===== src/rtl/rf_scoreboard_arbiter.sv =====
// rtl/rf_scoreboard_arbiter.sv - register-file write scoreboard and writeback arbiter
//
// Tracks in-flight writes per architectural register so decode can be held on
// RAW hazards, and arbitrates the single register-file write port between the
// ALU and load writeback streams.
//
// Ports:
//   clk, reset_n                     clock, asynchronous active-low reset
//   id_valid/id_src*/id_dest*        decode-side instruction operands
//   id_stall                         combinational hold request to decode
//   alu_wb_* / mem_wb_*              writeback request streams (valid/ready)
//   rf_write_enable/rf_dest/rf_dest_val  registered register-file write port
//   sb_error                         sticky: a write retired against a zero counter
module rf_scoreboard_arbiter #(
  parameter int NUM_REGS   = 32,
  parameter int ADDR_W     = 5,
  parameter int DATA_W     = 32,
  parameter int CNT_W      = 2,
  parameter int STARVE_LIM = 3
) (
  input  logic              clk,
  input  logic              reset_n,
  input  logic              id_valid,
  input  logic [ADDR_W-1:0] id_src1,
  input  logic              id_src1_used,
  input  logic [ADDR_W-1:0] id_src2,
  input  logic              id_src2_used,
  input  logic [ADDR_W-1:0] id_dest,
  input  logic              id_dest_used,
  output logic              id_stall,
  input  logic              alu_wb_valid,
  input  logic [ADDR_W-1:0] alu_wb_dest,
  input  logic [DATA_W-1:0] alu_wb_data,
  output logic              alu_wb_ready,
  input  logic              mem_wb_valid,
  input  logic [ADDR_W-1:0] mem_wb_dest,
  input  logic [DATA_W-1:0] mem_wb_data,
  output logic              mem_wb_ready,
  output logic              rf_write_enable,
  output logic [ADDR_W-1:0] rf_dest,
  output logic [DATA_W-1:0] rf_dest_val,
  output logic              sb_error
);

  localparam int ST_W = $clog2(STARVE_LIM + 1);
  localparam logic [CNT_W-1:0] CNT_MAX = '1;

  logic [CNT_W-1:0]  cnt_q [NUM_REGS];
  logic [CNT_W-1:0]  cnt_d [NUM_REGS];
  logic [ST_W-1:0]   starve_q, starve_d;
  logic              wr_en_q;
  logic [ADDR_W-1:0] wr_dest_q;
  logic [DATA_W-1:0] wr_data_q;
  logic              err_q, err_set;

  logic              hazard, issue;
  logic              alu_gnt, mem_gnt, any_gnt;
  logic [ADDR_W-1:0] gnt_dest;
  logic [DATA_W-1:0] gnt_data;
  logic [NUM_REGS-1:0] inc_vec, dec_vec;

  // cnt_q[0] is pinned at zero (never incremented), so source 0 cannot hazard.
  always_comb begin
    hazard = (id_src1_used && (cnt_q[id_src1] != '0)) ||
             (id_src2_used && (cnt_q[id_src2] != '0)) ||
             (id_dest_used && (id_dest != '0) && (cnt_q[id_dest] == CNT_MAX));
    id_stall = id_valid && hazard;
    issue    = id_valid && !hazard;
  end

  // Mem wins by default; the ALU takes the port once it has lost STARVE_LIM
  // consecutive cycles.
  always_comb begin
    alu_gnt  = alu_wb_valid && ((starve_q == ST_W'(STARVE_LIM)) || !mem_wb_valid);
    mem_gnt  = mem_wb_valid && !alu_gnt;
    any_gnt  = alu_gnt || mem_gnt;
    gnt_dest = alu_gnt ? alu_wb_dest : mem_wb_dest;
    gnt_data = alu_gnt ? alu_wb_data : mem_wb_data;
    starve_d = (alu_wb_valid && !alu_gnt) ? starve_q + 1'b1 : '0;
    alu_wb_ready = alu_gnt;
    mem_wb_ready = mem_gnt;
  end

  // Register 0 never sets a bit here, so the per-register update below can
  // treat every index uniformly.
  always_comb begin
    inc_vec = '0;
    dec_vec = '0;
    if (issue && id_dest_used && (id_dest != '0)) inc_vec[id_dest] = 1'b1;
    if (any_gnt && (gnt_dest != '0))              dec_vec[gnt_dest] = 1'b1;
  end

  always_comb begin
    err_set = 1'b0;
    for (int i = 0; i < NUM_REGS; i++) begin
      cnt_d[i] = cnt_q[i];
      if (inc_vec[i] && !dec_vec[i]) begin
        cnt_d[i] = cnt_q[i] + 1'b1;
      end else if (dec_vec[i] && !inc_vec[i]) begin
        if (cnt_q[i] == '0) err_set = 1'b1;
        else                cnt_d[i] = cnt_q[i] - 1'b1;
      end
    end
  end

  always_ff @(posedge clk or negedge reset_n) begin
    if (!reset_n) begin
      for (int i = 0; i < NUM_REGS; i++) cnt_q[i] <= '0;
      starve_q  <= '0;
      wr_en_q   <= 1'b0;
      wr_dest_q <= '0;
      wr_data_q <= '0;
      err_q     <= 1'b0;
    end else begin
      cnt_q    <= cnt_d;
      starve_q <= starve_d;
      wr_en_q  <= any_gnt;
      if (any_gnt) begin
        wr_dest_q <= gnt_dest;
        wr_data_q <= gnt_data;
      end
      if (err_set) err_q <= 1'b1;
    end
  end

  assign rf_write_enable = wr_en_q;
  assign rf_dest         = wr_dest_q;
  assign rf_dest_val     = wr_data_q;
  assign sb_error        = err_q;

endmodule


===== config.mk =====
export PLATFORM = sky130hd
export DESIGN_NAME = rf_scoreboard_arbiter
export DESIGN_NICKNAME = d
export VERILOG_FILES = /design/src/rtl/rf_scoreboard_arbiter.sv
export SDC_FILE = /design/constraint.sdc
export NUM_CORES = 1
export LEC_CHECK = 0
export CORE_MARGIN = 3
export CORE_UTILIZATION = 27
export DETAILED_ROUTE_END_ITERATION = 6
export DONT_BUFFER_PORTS = 1
export HOLD_SLACK_MARGIN = 0.12
export PLACE_DENSITY = 0.39
export SYNTH_ARGS = -nofsm -noshare
export SYNTH_HDL_FRONTEND = slang
export SYNTH_SLANG_ARGS = --single-unit

===== constraint.sdc =====
create_clock -name clk -period 4.5 [get_ports clk]
set_input_delay 0.675 -clock clk [delete_from_list [all_inputs] [get_ports clk]]
set_output_delay 0.675 -clock clk [all_outputs]
set_load 0.01 [all_outputs]

==> results of run 1 <==
==> worst register-to-register path: stages, from the launching register on <==
cell      delay, ps
dfrtp_1         440
nor2_1          310
a21oi_1         130
mux4_2          530
a22oi_1         530
o221ai_1        190
buf_4           220
nor4_1          200
ha_1            320
nor4b_1         110
a311oi_1        500
nand4_1         190
or3_1           340
==> power by group through the flow <==
stage                     logic [mW]  clock network (mW)  registers, mW
after floorplan                0.328                   0           1.10
final                          0.429               0.892           1.12
after CTS                      0.428               0.934           1.12
after global placement         0.399                   0           1.14
after detailed placement       0.403                   0           1.13
after global routing           0.480               0.961           1.13
==> area by class of cell <==
cell class | count | area share [%]
sequential | 105 | 26.86
multi-input combinational | 912 | 59.28
inverter | 57 | 2.187
clock inverter | 6 | 0.8569
timing repair buffer | 34 | 2.814
clock buffer | 10 | 2.443
tap | 435 | 5.563
==> metal layers <==
metal | track usage (%) | wire length, um | share of wire [%]
met1 | 25.88 | 15460 | 46
met2 | 30.67 | 15350 | 45
met3 | 4.749 | 2568 | 7.6
met4 | 3.781 | 449 | 1.3
met5 | 0 | 0 | 0
==> through the flow <==
stage	utilization [%]	setup WS [ps]	hold slack [ps]	total power, mW	std cells
after floorplan	-	879.7	379.4	1.426	1130
after global placement	29.44	64.94	388.2	1.538	1542
after detailed placement	29.44	189.1	388.9	1.537	1542
after CTS	30.53	440.9	271.5	2.479	1559
after global routing	30.53	193.5	278.5	2.571	1559
final	30.53	378.8	226.2	2.438	1559
==> cells in the final DEF (no fill, tap or decap), types with 9 or more instances in the layout <==
cell type | netlist | routed
nand3_1 | 11 | 11
o21ai_0 | 96 | 96
nor2_1 | 128 | 128
nand2_1 | 134 | 134
a21oi_1 | 63 | 63
nor4_1 | 31 | 31
dfrtp_1 | 105 | 105
mux4_2 | 10 | 10
a31oi_1 | 28 | 28
ha_1 | 65 | 65
nor4b_1 | 19 | 19
nor3_1 | 43 | 43
nor2b_1 | 56 | 56
mux2i_1 | 22 | 22
nand4_1 | 35 | 35
inv_1 | 57 | 57
nor3b_1 | 33 | 33
nand3b_1 | 13 | 13
o22ai_1 | 41 | 41
clkbuf_16 | 0 | 9
buf_4 | 6 | 33
==> kinds of logic after synthesis <==
kind of cell | synth area share, %
and+or+nand+nor | 31.35
buffers and inverters | 5.496
other | 0.08437
muxes | 6.761
AOI/OAI and AO/OA | 17.66
DFF | 29.52
adders and majority gates | 9.137
==> sequential cells by signal, indices dropped and copies added, names as in the netlist <==
signal,count
starve_q,2
rf_dest,5
cnt_q,64
rf_dest_val,32
rf_write_enable,1
sb_error,1
==> worst paths after layout <==
kind	end	slack [ps]
setup / recovery	sb_error	380
min in group clk	rf_dest_val[12]	400
hold reg to reg	starve_q[0]	450
setup reg to reg	sb_error	380
hold / removal	cnt_q[5]	230
max in group asynchronous	rf_dest[2]	3780
==> summary.md, run 1 <==
| Metric | Value |
|---|---|
| RSZ-0062 raised after global routing | false |
| Slew margin rel. | roughly a quarter |
| Post-synthesis register bit count | 105 |
| Clk root buf | clkbuf_16 |
| Count of cell types in the netlist | between 50 and 60 |
| Sw frac | around 33% |
| Ports | between 100 and 150 |
| GRT Util Overall | between 10% and 20% |
| Worst VDD drop | between 150 and 200 uV |
| Register area | approximately 2600 um^2 |
| Row count | 65 |
| Fin area | between 9000 and 10000 um^2 |
| Internal power | about 1.6 mW |
| Die X | 187.6 um |
| Die area | ~35000 um^2 |
| Largest stage delay, worst path | between 500 and 600 ps |
| Dpl cell area | 9433 um^2 |
| Post-cts repair resize count | 0 |
| Clk buf depth | 2 |
| Final hold violation count | 0 |
| CP required | around 4800 ps |
| Static leakage power | 4.224 nW |
| Family with the most delay on the worst path | compound AO/OA/AOI/OAI gates |
| HPWL after DPL | about 25000 um |
| Critical path arrival | ~4400 ps |
| DRT iter0 DRCs | 600 |
| Number of I/O port buffers | 0 |
| Sequential Power Share | between 40% and 50% |
| Largest net degree at the start of global routing | ~110 |
| Cell with the most instances after synthesis | nand2_1 |
| Core area | 32040 um^2 |
| CP max FO | 8 |
| Critical Path, Cell by Cell | nor2_1 -> a21oi_1 -> mux4_2 -> a22oi_1 -> o221ai_1 -> buf_4 -> nor4_1 -> ha_1 -> nor4b_1 -> a311oi_1 -> nand4_1 -> or3_1 |
| Synth warn | 0 |
| Worst slew pin tran | between 1000 and 1500 ps |
| Pwr/cell area | 249.2 nW/um^2 |
| Clock Latency Late Sink | about 370 ps |
| Status | finished clean |
| Multi-input gate area | just under 6000 um^2 |
| Tmin final | just over 4000 ps |
| Fillers | roughly 3500 |
| Avg Cell Area, Syn | ~7.9 um^2 |
| Drt drc | 0 |
| CP Class | reg -> reg |
| Initial antenna violation count | 0 |
| Height of the die | ~190 um |
| Buf/Inv on CP | 1 |
| CP max-delay cell | mux4_2 |
| Setup TNS | 0 ps |
| Initial Util | roughly 28% |
| Pins Over Slew Limit | 0 |
| Vias | 8501 |
| Vias in the first global route | between 8000 and 9000 |
| Share of layout cells above drive strength 1 | 6.851% |
| Synth top area share | 29.52% |
| Wire length per cell | approximately 22 um |
| Clock Sink Count | around 110 |
| Synthesized area | just under 9000 um^2 |
| Overflow after GRT | 0 |
| CP Capture Type | register |
| Post-Route WL | around 34000 um |
| Synth area leader | dfrtp_1 |
| Top cells by count, synth | 134 x nand2_1, 128 x nor2_1, 105 x dfrtp_1 |
| Post-CTS Setup Repair Bufs | 0 |
| Hold WC Path Type | in -> async |
| Number of flops mapped to enable cells by yosys | 0 |
| Main synth FF type | dfrtp_1 |
| Max Clock Skew | around 15 ps |
| Inserted Diodes | 0 |
| Peak Freq | between 0.2 and 0.25 GHz |
| Logic pwr share | 17.6% |
| Routability congestion estimate | 0.8864 |
| RR Startpoint | cnt_q[18] |
| Drt first pass iters | 5 |
| Worst-path clk slew | around 90 ps |
| CP Depth | 12 |
| Async set-reset flop share out of synthesis | 100.0% |
| CTS Hold Buffers Added | 1 |
| Fin crit share | slightly above 90% |
| Post-Syn Instances | approximately 1100 |
| Switch Pwr | around 0.8 mW |
| Nets@finish | approximately 1300 |
| Synth-to-Final Area Change | 9.910% |
| TritonCTS buffer count | 9 |
| Antenna Nets Post-Route | 0 |
| Setup crit start | cnt_q[18] |
| TritonCTS clock tree | built |
| Top cells by area, synth | dfrtp_1 30%, ha_1 9.1%, nand2_1 5.7% |
| Path depth of the worst reg2reg path | 12 |
| Clk pwr share | roughly 37% |
| Crit path launch type | register |
| Final setup vio count | 0 |
| Max_cap viols | 0 |
| Global-route wire length before repair | just over 50000 um |
| H-tree depth | 3 |
| Seq/Total Area, Yosys | between 20 and 30% |
| Vias per cell | about 5.5 |
Power figures use the tool's default switching activity.
==> run 2: changes to the inputs <==
--- a/config.mk
+++ b/config.mk
@@ -5,12 +5,14 @@
 export SDC_FILE = /design/constraint.sdc
 export NUM_CORES = 1
 export LEC_CHECK = 0
+export ABC_AREA = 1
 export CORE_MARGIN = 3
 export CORE_UTILIZATION = 27
 export DETAILED_ROUTE_END_ITERATION = 6
 export DONT_BUFFER_PORTS = 1
 export HOLD_SLACK_MARGIN = 0.12
 export PLACE_DENSITY = 0.39
+export SLEW_MARGIN = 20
 export SYNTH_ARGS = -nofsm -noshare
 export SYNTH_HDL_FRONTEND = slang
 export SYNTH_SLANG_ARGS = --single-unit
==> summary.md, run 2 <==
| Metric | Value |
|---|---|
| DRT iter0 DRCs | 485 (was 600) |
| Tmin final | 3521 ps (was 4121 ps) |
| Static leakage power | 4.158 nW (was 4.224 nW) |
| Commonest non-fill, non-tap cells in the layout | 262 x nand2_1, 212 x inv_1, 184 x nand3_1 (was 134 x nand2_1, 128 x nor2_1, 105 x dfrtp_1) |
| Seq/Total Area, Yosys | 31.21% (was 29.52%) |
| Largest net degree at the start of global routing | 106 (unchanged) |
| TritonCTS buffer count | 9 (unchanged) |
| Setup TNS | 0 ps (unchanged) |
| Cell with the most instances after synthesis | nand2_1 (unchanged) |
| Max_cap viols | 0 (unchanged) |
| Overflow after GRT | 0 (unchanged) |
| Critical Path, Cell by Cell | ha_1 -> or2_1 -> nand2_2 -> inv_2 -> or2_2 -> o21ai_1 -> nand2_1 -> nor2_2 -> a21oi_2 -> nand2_2 -> nor2_2 -> inv_1 -> ha_1 -> inv_1 -> nand2_1 -> nor2_1 -> nand2_1 -> o21ai_0 -> a2111oi_0 -> nand4_1 (was nor2_1 -> a21oi_1 -> mux4_2 -> a22oi_1 -> o221ai_1 -> buf_4 -> nor4_1 -> ha_1 -> nor4b_1 -> a311oi_1 -> nand4_1 -> or3_1) |
| Global-route wire length before repair | 46500 um (was 51890 um) |
| Synth top area share | 31.21% (was 29.52%) |
| Hold WC Path Type | in -> async (unchanged) |
| Row count | 64 (was 65) |
| Core area | 30670 um^2 (was 32040 um^2) |
| Height of the die | 182.6 um (was 187.6 um) |
| Post-cts repair resize count | 0 (unchanged) |
| Max reg flops | 64 (unchanged) |
| Crit path top cell by count | nand2_1 |
| Post-CTS Setup Repair Bufs | 0 (unchanged) |
| Largest stage delay, worst path | 390 ps (was 530 ps) |
| Synthesized area | 8419 um^2 (was 8901 um^2) |
| Avg Cell Area, Syn | 6.522 um^2 (was 7.891 um^2) |
| Worst VDD drop | 175.1 uV (was 199.9 uV) |
| Inserted Diodes | 0 (unchanged) |
| Top cells by area, synth | dfrtp_1 31%, nand2_1 12%, nand3_1 11% (was dfrtp_1 30%, ha_1 9.1%, nand2_1 5.7%) |
| Post-Syn Instances | 1291 (was 1128) |
| Synth warn | 0 (unchanged) |
| CP Class | reg -> reg (unchanged) |
| Initial antenna violation count | 0 (unchanged) |
| Routability congestion estimate | 0.8833 (was 0.8864) |
| Share of layout cells above drive strength 1 | 5.070% (was 6.851%) |
| GRT Util Overall | 18.00% (was 18.99%) |
| CP required | 4720 ps (was 4750 ps) |
| Main synth FF type | dfrtp_1 (unchanged) |
| Dpl cell area | 8837 um^2 (was 9433 um^2) |
| Pwr/cell area | 297.3 nW/um^2 (was 249.2 nW/um^2) |
| Drt first pass iters | 5 (unchanged) |
| Async set-reset flop share out of synthesis | 100.0% (unchanged) |
| Worst slew pin tran | 845.0 ps (was 1115 ps) |
| Final hold violation count | 0 (unchanged) |
| Clock Sink Count | 105 (unchanged) |
| Synth area leader | dfrtp_1 (unchanged) |
| Slew margin rel. | 43.60% (was 25.18%) |
| TritonCTS clock tree | built (unchanged) |
| CP Capture Type | register (unchanged) |
| Clk root buf | clkbuf_16 (unchanged) |
| Vias in the first global route | 7813 (was 8199) |
| Final setup vio count | 0 (unchanged) |
| Max Clock Skew | 14.31 ps (was 15.35 ps) |
| Pins Over Slew Limit | 0 (unchanged) |
| Post-Route WL | 29780 um (was 33830 um) |
| Buf/Inv on CP | 3 (was 1) |
| CTS Hold Buffers Added | 1 (unchanged) |
| Worst-path clk slew | 90 ps (about the same) |
| Post-synthesis register bit count | 105 (unchanged) |
| Critical path arrival | 3740 ps (was 4370 ps) |
| Crit path launch type | register (unchanged) |
| Clock Latency Late Sink | 370 ps (about the same) |
| Wire length per cell | 17.75 um (was 21.70 um) |
| Die area | 33340 um^2 (was 35180 um^2) |
| Antenna Nets Post-Route | 0 (unchanged) |
| Die X | 182.6 um (was 187.6 um) |
| Vias | 8029 (was 8501) |
| Number of I/O port buffers | 0 (unchanged) |
| Fin crit share | 78.24% (was 91.58%) |
| H-tree depth | 3 (unchanged) |
| Drt drc | 0 (unchanged) |
| Synth-to-Final Area Change | 8.605% (was 9.910%) |
| Count of cell types in the netlist | 35 (was 58) |
| Ports | 139 (unchanged) |
| CP max FO | 27 (was 8) |
| RSZ-0062 raised after global routing | false (unchanged) |
| Peak Freq | 0.2840 GHz (was 0.2426 GHz) |
| Nets@finish | 1440 (was 1281) |
| Biggest register | cnt_q (unchanged) |
| Top cells by count, synth | 262 x nand2_1, 212 x inv_1, 184 x nand3_1 (was 134 x nand2_1, 128 x nor2_1, 105 x dfrtp_1) |
| Clk buf depth | 2 (unchanged) |
| Number of flops mapped to enable cells by yosys | 0 (unchanged) |
| CP max-delay cell | dfrtp_1 (was mux4_2) |
| Family with the most delay on the worst path | simple AND/OR/NAND/NOR gates (was compound AO/OA/AOI/OAI gates) |
| HPWL after DPL | 22800 um (was 25310 um) |
| Vias per cell | 4.785 (was 5.453) |
| Initial Util | 27.45% (was 27.78%) |
| Fin area | 9144 um^2 (was 9783 um^2) |
| Status | finished clean (unchanged) |
| Commonest non-fill, non-tap cell in the layout | nand2_1 (unchanged) |
## run 2: changes by cell type after synthesis, moves of 28 or more
cell / delta
nand3_1: +173
nor2b_1: -56
a31oi_1: -28
nand2_1: +128
nor3b_1: -32
inv_1: +155
o22ai_1: -31
nor2_1: +38
nor4_1: -30
o21ai_0: -29
## run 2: kinds of logic after synthesis
| group | after synthesis | share of synthesized area [%] |
|---|---|---|
| adders and majority gates | 65 | 9.660 |
| and+or+nand+nor | 684 | 35.01 |
| buffers and inverters | 264 | 12.19 |
| DFF | 105 | 31.21 |
| xor gates and xnor gates | 14 | 1.456 |
| other | 2 | 0.08920 |
| AOI/OAI and AO/OA | 157 | 10.39 |
## run 2: worst paths after layout
check	from	end	slack (ps)	cells after the start
max	starve_q[0]	sb_error	980	20
min	reset_n	cnt_q[11]	250	1
max reg2reg	starve_q[0]	sb_error	980	20
min reg2reg	starve_q[0]	starve_q[0]	450	1
max in group asynchronous	reset_n	rf_dest_val[7]	3760	1
min in group clk	alu_wb_data[29]	rf_dest_val[29]	430	2
## run 2: routing by layer
metal	global-route usage, %	vias up	routed length, um
met4	3.230	0	371
met2	27.59	250	12630
met3	4.086	19	2033
li1	-	4079	-
met1	26.16	3681	14750
met5	0	-	0
## run 2: final cells by class
cell class,count,area [um^2]
tap,396,495.5
timing repair buffer,12,110.1
fill,3398,21530
sequential,105,2628
inverter,226,848.3
clock buffer,9,225.2
clock inverter,6,53.80
multi-input combinational,924,4783
## run 2: per-stage QoR
step	hold WS [ps]	cells	setup WS [ps]	total power, mW	utilization [%]
floorplan	379.4	1293	1542	1.642	-
global placement	387.9	1662	611.2	1.906	28.81
detailed placement	389.4	1662	576.0	1.897	28.81
CTS	287.0	1678	924.2	2.761	29.81
global route	274.8	1678	627.3	2.903	29.81
finish	246.6	1678	979.3	2.718	29.81
## run 2: power breakdown
group / leakage [nW] / switching (mW) / internal, mW / total, mW
registers: 1.35 / 0.104 / 1.06 / 1.16
clock network: 0.128 / 0.434 / 0.384 / 0.818
logic: 2.68 / 0.547 / 0.192 / 0.739
total: 4.16 / 1.09 / 1.63 / 2.72
==> run 3: changes to the inputs <==
--- a/config.mk
+++ b/config.mk
@@ -5,13 +5,13 @@
 export SDC_FILE = /design/constraint.sdc
 export NUM_CORES = 1
 export LEC_CHECK = 0
-export ABC_AREA = 1
+export ABC_AREA = 0
 export CORE_MARGIN = 3
 export CORE_UTILIZATION = 27
 export DETAILED_ROUTE_END_ITERATION = 6
 export DONT_BUFFER_PORTS = 1
 export HOLD_SLACK_MARGIN = 0.12
-export PLACE_DENSITY = 0.39
+export PLACE_DENSITY = 0.41
 export SLEW_MARGIN = 20
 export SYNTH_ARGS = -nofsm -noshare
 export SYNTH_HDL_FRONTEND = slang
==> constraint.sdc (replaced) <==
create_clock -name clk -period 3.2 [get_ports clk]
set_input_delay 0.48 -clock clk [delete_from_list [all_inputs] [get_ports clk]]
set_output_delay 0.48 -clock clk [all_outputs]
set_load 0.01 [all_outputs]
==> summary.md, run 3 (synthesized netlist as in run 1, its figures left out) <==
| Metric | Value |
|---|---|
| Status | finished with violations (was finished clean) |
| Failing checks | negative setup slack |
| Height of the die | 187.6 um (was 182.6 um) |
| Clock Sink Count | 105 (unchanged) |
| Vias per cell | 5.247 (was 4.785) |
| Peak Freq | 0.2755 GHz (was 0.2840 GHz) |
| Switch Pwr | 1.174 mW (was 1.085 mW) |
| Worst-path clk slew | 80 ps (was 90 ps) |
| Drt drc | 0 (unchanged) |
| TritonCTS clock tree | built (unchanged) |
| Fin crit share | 113.4% (was 78.24%) |
| CP max-delay cell | mux4_2 (was dfrtp_1) |
| RSZ-0062 raised after global routing | true (was false) |
| Initial antenna violation count | 0 (unchanged) |
| Sequential Power Share | 41.7% (was 42.7%) |
| Nets@finish | 1485 (was 1440) |
| Inserted Diodes | 0 (unchanged) |
| Commonest non-fill, non-tap cells in the layout | 206 x buf_4, 134 x nand2_1, 121 x nor2_1 (was 262 x nand2_1, 212 x inv_1, 184 x nand3_1) |
| Drt first pass iters | 5 (unchanged) |
| Number of I/O port buffers | 0 (unchanged) |
| Crit path launch type | register (unchanged) |
| Tmin final | 3630 ps (was 3521 ps) |
| Clk root buf | clkbuf_16 (unchanged) |
| Share of layout cells above drive strength 1 | 28.94% (was 5.070%) |
| DRT iter0 DRCs | 664 (was 485) |
| Largest net degree at the start of global routing | 106 (unchanged) |
| Max_cap viols | 0 (unchanged) |
| Wire length per cell | 20.11 um (was 17.75 um) |
| H-tree depth | 3 (unchanged) |
| GR peak layer | met2 (unchanged) |
| Hold WC Path Type | in -> reg (was in -> async) |
| CP max FO | 15 (was 27) |
| Biggest register | cnt_q (unchanged) |
| Routability congestion estimate | 0.8769 (was 0.8833) |
| Critical Path, Cell by Cell | buf_4 -> mux4_2 -> a22o_1 -> nor4b_2 -> a31o_2 -> o22ai_4 -> buf_12 -> nor4_4 -> ha_2 -> nor4b_1 -> a311oi_2 -> buf_4 -> nand4_1 -> or3_1 (was ha_1 -> or2_1 -> nand2_2 -> inv_2 -> or2_2 -> o21ai_1 -> nand2_1 -> nor2_2 -> a21oi_2 -> nand2_2 -> nor2_2 -> inv_1 -> ha_1 -> inv_1 -> nand2_1 -> nor2_1 -> nand2_1 -> o21ai_0 -> a2111oi_0 -> nand4_1) |
| Post-Route WL | 35440 um (was 29780 um) |
| Logic pwr share | 24.6% (was 27.2%) |
| Pwr/cell area | 298.1 nW/um^2 (was 297.3 nW/um^2) |
| CP Capture Type | register (unchanged) |
| TritonCTS buffer count | 9 (unchanged) |
| Final setup vio count | 11 (was 0) |
| Core area | 32040 um^2 (was 30670 um^2) |
| Met1 Usage GRT | 25.54% (was 26.16%) |
| Hold Path End | rf_dest_val[14] |
| Die area | 35180 um^2 (was 33340 um^2) |
| Ports | 139 (unchanged) |
| GRT Util Overall | 19.61% (was 18.00%) |
| Crit path top cell by count | buf_4 (was nand2_1) |
| Commonest non-fill, non-tap cell in the layout | buf_4 (was nand2_1) |
| HPWL after DPL | 26190 um (was 22800 um) |
| CP required | 3470 ps (was 4720 ps) |
| CP Class | reg -> reg (unchanged) |
| Met2 usage | 31.75% (was 27.59%) |
| Dpl cell area | 10970 um^2 (was 8837 um^2) |
| Path depth of the worst reg2reg path | 14 (was 20) |
| Worst slew pin tran | 780.4 ps (was 845.0 ps) |
| Worst VDD drop | 298.5 uV (was 175.1 uV) |
| RR Startpoint | cnt_q[24] (was starve_q[0]) |
| FF-to-FF setup slack | -430 ps (was 980 ps) |
| Die X | 187.6 um (was 182.6 um) |
| Critical path arrival | 3900 ps (was 3740 ps) |
| Synth-to-Final Area Change | 37.79% (was 8.605%) |
| Met3 Track Usage GR | 4.842% (was 4.086%) |
| Final hold violation count | 0 (unchanged) |
| Clk pwr share | 33.7% (was 30.1%) |
| Initial Util | 27.78% (was 27.45%) |
| Global-route wire length before repair | 53020 um (was 46500 um) |
| Buf/Inv on CP | 3 (unchanged) |
| Static leakage power | 5.386 nW (was 4.158 nW) |
| Vias in the first global route | 8905 (was 7813) |
| Antenna Nets Post-Route | 0 (unchanged) |
| Clk buf depth | 2 (unchanged) |
| Vias | 9245 (was 8029) |
| Internal power | 2.482 mW (was 1.633 mW) |
| Row count | 65 (was 64) |
| Slew margin rel. | 47.24% (was 43.60%) |
| Family with the most delay on the worst path | simple AND/OR/NAND/NOR gates (unchanged) |
| Largest stage delay, worst path | 510 ps (was 390 ps) |
| Final setup margin | -429.6 ps (was 979.3 ps) |
| Sw frac | 32.12% (was 39.93%) |
| Setup TNS | -1091 ps (was 0 ps) |
| Max Clock Skew | 13.00 ps (was 14.31 ps) |
| Max reg flops | 64 (unchanged) |
| Clock Latency Late Sink | 390 ps (was 370 ps) |
| Hold Startpoint | alu_wb_valid |
| Capturing point of the worst reg2reg path | sb_error (unchanged) |
| Pins Over Slew Limit | 0 (unchanged) |
| Fin area | 12260 um^2 (was 9144 um^2) |
| Overflow after GRT | 0 (unchanged) |
| Hold Path Depth | 1 |
-- run 3: changes by cell type in the layout (fill, tap and decap cells not counted), sizes merged, moves of 25 or more --
cell,before,now
buf,12,235
nand3,184,11
inv,227,60
nand2,265,134
nor2b,0,56
nor2,179,128
nor4,1,34
nor3b,1,33
o22ai,10,42
a31oi,0,28
o21ai,74,99
-- run 3: power by group through the flow --
stage | clock network, mW | registers, mW | logic [mW]
finish | 1.23 | 1.52 | 0.900
global route | 1.33 | 1.54 | 0.983
CTS | 1.29 | 1.53 | 0.850
detailed placement | 0 | 1.55 | 0.776
global placement | 0 | 1.55 | 0.770
floorplan | 0 | 1.55 | 0.484
-- run 3: worst max path at each step --
stage | from | endpoint | slack (ps) | depth (start not counted)
after CTS | cnt_q[24] | sb_error | -400 | 13
after floorplan | id_dest[0] | sb_error | -100 | 13
after detailed placement | id_src1[2] | sb_error | -660 | 13
after global routing | cnt_q[2] | sb_error | -580 | 14
after global placement | id_src1[2] | sb_error | -710 | 14
final | cnt_q[24] | sb_error | -430 | 14
-- run 3: stage by stage --
step	power (mW)	util, %	std cells	hold WS (ps)	setup slack [ps]
2_1_floorplan	2.032	-	1130	184.4	-97.23
3_3_place_gp	2.322	34.22	1716	192.2	-706.3
3_5_place_dp	2.326	34.22	1716	192.1	-664.5
4_1_cts	3.663	36.55	1750	165.0	-404.0
5_1_grt	3.850	38.27	1762	168.4	-575.9
6_report	3.656	38.27	1762	187.4	-429.6
-- run 3: layout make-up --
type                    instances  area (um^2)
clock inverters                 4        58.81
multi-input cells             912         6556
well taps                     435        544.3
fillers                      3346        19780
repair buffers                238         2011
inverters                      57        214.0
clock buffers                  11        252.7
flip-flops and latches        105         2628
-- run 3: routing by layer --
layer,part of all wire [%],wire length [um],up-vias
met4,2.5,901,0
met5,0,0,-
met3,6.3,2219,43
li1,-,-,4489
met1,45,15920,4429
met2,46,16400,284
-- run 3: repair_timing --
item	in CTS	in global routing
buffers inserted	16	15
gates cloned	1	1
endpoints found under the hold margin	105	0
hold buffers	2	0
pin swaps	17	24
endpoints found under the setup margin	19	39
gates resized for setup	60	84
